<file path="config.mk">
export PLATFORM = sky130hd
export DESIGN_NAME = mem_port_arbiter
export DESIGN_NICKNAME = d
export VERILOG_FILES = /design/src/rtl/mem_port_arbiter.sv
export SDC_FILE = /design/constraint.sdc
export NUM_CORES = 1
export LEC_CHECK = 0
export CORE_MARGIN = 3
export CORE_UTILIZATION = 24
export CTS_BUF_LIST = sky130_fd_sc_hd__clkbuf_8 sky130_fd_sc_hd__clkbuf_16
export DETAILED_ROUTE_END_ITERATION = 7
export PLACE_DENSITY_LB_ADDON = 0.3
export SKIP_LAST_GASP = 1
export SYNTH_ARGS = -nofsm -noshare
export SYNTH_HDL_FRONTEND = slang
export SYNTH_SLANG_ARGS = --single-unit
</file>
<file path="constraint.sdc">
create_clock -name clk -period 1.9 [get_ports clk]
set_input_delay 0.285 -clock clk [delete_from_list [all_inputs] [get_ports clk]]
set_output_delay 0.285 -clock clk [all_outputs]
set_load 0.05 [all_outputs]
</file>
<file path="src/rtl/mem_port_arbiter.sv">
// rtl/mem_port_arbiter.sv - data/fetch arbiter for a shared single-port synchronous-read memory
module mem_port_arbiter #(
    parameter int ADDR_W     = 12,
    parameter int STARVE_MAX = 4,
    parameter int CNT_W      = 16
) (
    input  logic              clk,
    input  logic              rst,
    input  logic              d_req,
    input  logic [3:0]        d_we,
    input  logic [ADDR_W-1:0] d_addr,
    input  logic [31:0]       d_wdata,
    output logic              d_gnt,
    output logic              d_rvalid,
    output logic [31:0]       d_rdata,
    input  logic              i_req,
    input  logic [ADDR_W-1:0] i_addr,
    output logic              i_gnt,
    output logic              i_rvalid,
    output logic [31:0]       i_rdata,
    output logic              mem_en,
    output logic [3:0]        mem_we,
    output logic [ADDR_W-1:0] mem_addr,
    output logic [31:0]       mem_wdata,
    input  logic [31:0]       mem_rdata,
    output logic [CNT_W-1:0]  conflict_cnt
);

    localparam int SW = $clog2(STARVE_MAX + 1);
    localparam logic [SW-1:0] STARVE_LIM = SW'(STARVE_MAX);

    logic [SW-1:0]    starve_q, starve_d;
    logic [CNT_W-1:0] conflict_cnt_q, conflict_cnt_d;
    logic             d_rd_q, d_rd_d;
    logic             i_rd_q, i_rd_d;
    logic             starved;

    assign starved = (starve_q == STARVE_LIM);

    // Fetch wins when alone or once it has been denied STARVE_MAX times in a row.
    always_comb begin
        i_gnt = !rst && i_req && (!d_req || starved);
        d_gnt = !rst && d_req && !(i_req && (!d_req || starved));
    end

    always_comb begin
        mem_en    = d_gnt | i_gnt;
        mem_we    = d_gnt ? d_we : 4'b0000;
        mem_addr  = i_gnt ? i_addr : d_addr;
        mem_wdata = d_gnt ? d_wdata : 32'h0;
    end

    always_comb begin
        starve_d = starve_q;
        if (i_gnt || !i_req) begin
            starve_d = '0;
        end else if (d_gnt && !starved) begin
            starve_d = starve_q + SW'(1);
        end
    end

    always_comb begin
        conflict_cnt_d = conflict_cnt_q;
        if (d_req && i_req && (conflict_cnt_q != {CNT_W{1'b1}})) begin
            conflict_cnt_d = conflict_cnt_q + CNT_W'(1);
        end
    end

    always_comb begin
        d_rd_d = d_gnt && (d_we == 4'b0000);
        i_rd_d = i_gnt;
    end

    always_ff @(posedge clk or posedge rst) begin
        if (rst) begin
            starve_q       <= '0;
            conflict_cnt_q <= '0;
            d_rd_q         <= 1'b0;
            i_rd_q         <= 1'b0;
        end else begin
            starve_q       <= starve_d;
            conflict_cnt_q <= conflict_cnt_d;
            d_rd_q         <= d_rd_d;
            i_rd_q         <= i_rd_d;
        end
    end

    // Both ports see the raw memory output; rvalid says whose read it was.
    assign d_rvalid     = d_rd_q;
    assign i_rvalid     = i_rd_q;
    assign d_rdata      = mem_rdata;
    assign i_rdata      = mem_rdata;
    assign conflict_cnt = conflict_cnt_q;

endmodule

</file>
Word-level counts from Yosys, hierarchy flattened:

Index checks and enable logic that the tools add are counted.

* $add $sub $neg: 2
* $mul: 0
* divide/modulo/power cells: 0
* order comparisons: 0
* equal/unequal tests: 2
* shift-type cells: 0
* multiplexer cells: 5
* bitwise gates (word level): 1
* reductions and logical operators: 18

Operator list (count)
* two-way mux 32 bit: 1
* adder 16 x 1 -> 16 bit (second input constant): 1
* inequality test 16 bit (second input constant): 1
* two-way mux 12 bit: 1
* logical AND 1 bit: 9
* two-way mux 3 bit: 2
* logical NOT 1 bit: 5
* logical NOT 4 bit: 1
* two-way mux 4 bit: 1
* adder 3 x 1 -> 3 bit (second input constant): 1
* equality test 3 bit (second input constant): 1
* logical OR 1 bit: 2
* nonzero test 2 bit: 1
* OR 1 bit: 1

* bits in registers: 21
* latch bits: 0
* memory bits (writable): 0
* bits in read-only memories: 0
* output and inout port bits: 133
* word-level logic and storage cells: 32
* memories kept: 0

Depth between registers and ports, before layout:

* depth in word-level cells: 8
* mapped depth: 9
* gate-level depth less buffers: 7

Least setup slack after synthesis:

Ideal clock, no wire load.

* path kind: in2out
* start point: input port rst
* end point: output port mem_wdata[23]
* arrival time: 2.319 ns
* setup slack: -0.704 ns
* cell stages on the path: 5
* buffers on the path: 2
* path through: clkbuf_1 -> inv_1 -> and3_1 -> clkbuf_1 -> and2_1

* longest elaborated chain between the ends: 4

RTL lines
* from (decl): line 8 `input logic rst,`
* logical NOT 1 bit (no line)
* logical AND 1 bit (2 in a row): line 43 `d_gnt = !rst && d_req && !(i_req && (!d_req || starved));`
* via d_gnt: line 13 `output logic d_gnt,`
* two-way mux 32 bit: line 50 `mem_wdata = d_gnt ? d_wdata : 32'h0;`
* to (decl): line 24 `output logic [31:0] mem_wdata,`

The timed path passes the listed nets, and every way through them passes these cells.

Final worst setup path:

* start point: register starve_q[0]
* end point: output port mem_wdata[31]

* longest elaborated chain between the ends: 6

RTL lines
* from (decl): line 32 `logic [SW-1:0] starve_q, starve_d;`
* from (signal assigned): line 81 `starve_q <= starve_d;`
* equality test 3 bit: line 38 `assign starved = (starve_q == STARVE_LIM);`
* logical OR 1 bit: line 43
* logical AND 1 bit: line 43
* logical NOT 1 bit: line 43
* logical AND 1 bit: line 43
* two-way mux 32 bit: line 50

No other way between the ends.

==> metrics.md <==
| Metric | Value |
|---|---|
| CP max FO | 7 |
| Buf/Inv on CP | 3 |
| Fin crit period | 2.16 ns |
| Crit path launch type | register |
| Synth top area share | between 20% and 30% |
| Vias in the first global route | approximately 1700 |
| R2R cell count | 6 |
| Initial Util | 25.7% |
| Global-route wire length before repair | 9.28 mm |
| Drt first-iter violations | 45 |
| Full die area | 0.00911 mm^2 |
| Placed insts | 396 |
| Hold buffers post-CTS | 0 |
| Rows | 31 |
| Share of cells above drive strength 1 | 51.0% |
| Top cell by count, worst path | nand2_2 |
| Die Ht | ~95 um |
| Slowest-stage cell, CP | dfrtp_1 |
| Worst-Skew Late Latency | between 0.2 and 0.3 ns |
| Fmax | 464 MHz |
| Final core occ | 48.8% |
| WL per Instance | 16.8 um |
| Non-Filler Instances | 409 |
| Layout area overhead | 90.2% |
| CTS tree | built |
| Part of the power in registers | approximately 30% |
| CP max stage delay | 0.35 ns |
| Hold Vio Cnt, Final | 0 |
| RSZ-0062 raised after global routing | true |
| Clk slew on worst S/H paths | 0.08 ns |
| Max_cap viols | 0 |
| CP Data Arrival Time | between 1.5 and 2 ns |
| Synth warnings | 0 |
| Most common cell after layout, fill and taps aside | clkdlybuf4s50_1 |
| R2R Setup Slk | about 0.10 ns |
| DR DRC count | 0 |
| Met2 WL post-DR | 3.53 mm |
| First-pass DRT Iterations | 4 |
| Reg-to-Reg End | conflict_cnt[13]$_DFFE_PP0P_ |
| Clk pwr share | 14.1% |
| Max Used Layer | met4 |
| CTS Sinks | 21 |
| Top cell type by total area after synthesis | dfrtp_1 |
| Avg Cell Area, Syn | 8.77 um^2 |
| Core Area | 0.00749 mm^2 |
| Placed Area | 0.00313 mm^2 |
| Synth unique cells | 34 |
| CTS root buf | clkbuf_8 |
| Post-synth ARST share | 100% |
| GRT overflow | 0 |
| Worst Path Required | 1.62 ns |
| Via count | 1719 |
| Type of the worst setup path | reg2out |
| Synth top area cells | dfrtp_1 (27%), buf_4 (25%), and2_1 (12%), mux2_2 (7.0%), xor2_1 (4.1%) |
| Switching part of the total power | 41.8% |
| Fin nets | 410 |
| ANT nets after route | 0 |
| Setup TNS | -11.54 ns |
| Port bufs | 132 |
| Netlist Area Pre-Place | 0.00192 mm^2 |
| LEAKAGE | between 1.5 and 2 nW |
| Crit Reg-Reg Startpoint | conflict_cnt[14]$_DFFE_PP0P_ |
| FILL cells | between 600 and 700 |
| Seq/Total Area, Yosys | 27.4% |
| Final worst setup slack | -0.256 ns |
| Die X | 95.5 um |
| Syn Inst Count | 219 |
| HPWL Detailed | slightly below 5 mm |
| Largest net degree at the start of global routing | 22 |
| I/O Pins | 229 |
| Internal | about 1.2 mW |
| Status | finished with violations |
| Predominant post-synthesis flop cell | dfrtp_1 |
| #FFs+latches synth | 21 |
| Met3 wire length | 652 um |
| Endpoints failing setup | 51 |
| Maximum VDD drop | roughly 0.79 mV |
| Worst setup EP type | output pin |
| Ant. Diodes | 0 |
| Number of buffers created by CTS | 3 |
| Post-synth EDFFs | 0 |
| GRT Total Usage | 13.0% |
| Final Instance Area | 0.00365 mm^2 |
| Switching pwr | 0.865 mW |
| Top Family by Delay on Critical Path | simple AND/OR/NAND/NOR gates |
| Final max-slew violation count | 0 |
| Tcrit/Tclk final | 113% |
| Pwr Density | around 570 mW/mm^2 |
| Commonest non-fill, non-tap cells in the layout | clkdlybuf4s50_1 (78), buf_8 (35), and2_4 (26) |
| Crit path cell chain | inv_1 -> ha_1 -> nand2_1 -> nand2_2 -> nand2_2 -> and3_4 -> clkbuf_16 -> and2_4 -> buf_8 |
| Comb pwr share | 56.7% |
| Routability cong. | approximately 0.73 |
| Failing checks | setup timing |
| H-tree levels | 1 |
| Worst-Margin Slew | 0.513 ns |
| Syn nets | 318 |
| Slew headroom | between 60% and 70% |
| Clock buffer depth | 2 |
| Wl on met1 | 2.62 mm |
| Initial antenna violation count | 0 |
| Setup Skew | 0.00257 ns |
| Drt total wl | around 7 mm |
| Vias per cell | ~4.2 |
| HP Class | in2async |
## state kept, by name (all words and copies together) (netlist names)
name / count
conflict_cnt: 16
i_rvalid: 1
d_rvalid: 1
starve_q: 3
## worst max-delay path by stage
| stage | slack (ns) | start | to | depth (start not counted) |
|---|---|---|---|---|
| 6_report | -0.26 | starve_q[0]$_DFFE_PP0P_ | mem_wdata[31] | 9 |
| 5_1_grt | -0.37 | starve_q[1]$_DFFE_PP0P_ | mem_wdata[31] | 9 |
| 4_1_cts | -0.28 | starve_q[1]$_DFFE_PP0P_ | mem_addr[5] | 9 |
| 3_5_place_dp | -0.14 | i_req | mem_addr[9] | 6 |
| 3_3_place_gp | -0.12 | d_req | conflict_cnt[7]$_DFFE_PP0P_ | 6 |
| 2_1_floorplan | -0.001 | rst | mem_wdata[13] | 6 |
## cells by family (layout without fill, tap and decap cells)
family	Yosys count	after routing	synth area share [%]
muxes	15	15	8.86
DFF	21	21	27.4
and+or+nand+nor	86	86	26.7
adders and majority gates	3	3	1.95
xor gates and xnor gates	12	12	5.47
buffers and inverters	75	166	27.6
AOI/OAI and AO/OA	7	7	2.02
## metal layers
metal / track usage [%] / vias to the layer above
met3: 4.26 / 9
met4: 3.32 / 0
met2: 21.6 / 76
met1: 16.0 / 804
li1: - / 830
met5: 0 / -
## cell type report
cell class	instances	area, um^2	share of cell area (%)
Timing Repair Buffer	159	1910	52.2
Clock buffer	3	41.3	1.13
Multi-Input combinational cell	123	1020	28.0
Tap cell	99	124	3.39
Clock inverter	1	3.75	0.103
Inverter	3	15.0	0.411
Sequential cell	21	539	14.8
## power groups by stage
stage	registers (mW)	logic [mW]	clock network [mW]
after floorplan	0.835	0.748	0
after global placement	0.613	1.06	0
after detailed placement	0.612	1.07	0
after CTS	0.605	1.13	0.310
after global routing	0.622	1.24	0.331
final	0.605	1.17	0.291
## through the flow
stage / total power [mW] / hold WS (ns) / setup slack (ns)
floorplan: 1.58 / 0.342 / -0.00138
global placement: 1.67 / 0.480 / -0.124
detailed placement: 1.68 / 0.487 / -0.140
CTS: 2.05 / 0.473 / -0.284
global route: 2.19 / 0.498 / -0.370
finish: 2.07 / 0.470 / -0.256
## cells in the mapped netlist (2+ instances only)
master	instances
dfrtp_1	21
clkbuf_1	6
a21oi_1	3
and2_1	38
nor2b_1	2
mux2i_1	2
xnor2_1	3
nor4b_1	2
xor2_1	9
o21ai_0	3
buf_4	64
ha_1	3
nand2_1	10
nor2_1	4
nand3_1	7
nor3_1	6
or2_2	4
mux2_2	12
inv_1	3
nor4_1	3
## worst reg2reg max path: stages (launching register included)
cell	delay (ns)
dfrtp_2	0.41
nand4_1	0.20
nor4_4	0.35
and4_1	0.30
buf_4	0.19
nor4b_1	0.07
xor2_1	0.15
## what timing repair did
item,4_1_cts,5_1_grt
gates cloned,1,5
buffers inserted,1,2
resized for setup,67,27
pin swaps,0,1
setup endpoints to repair,50,56
No activity file was read; power rests on OpenSTA's default activity.
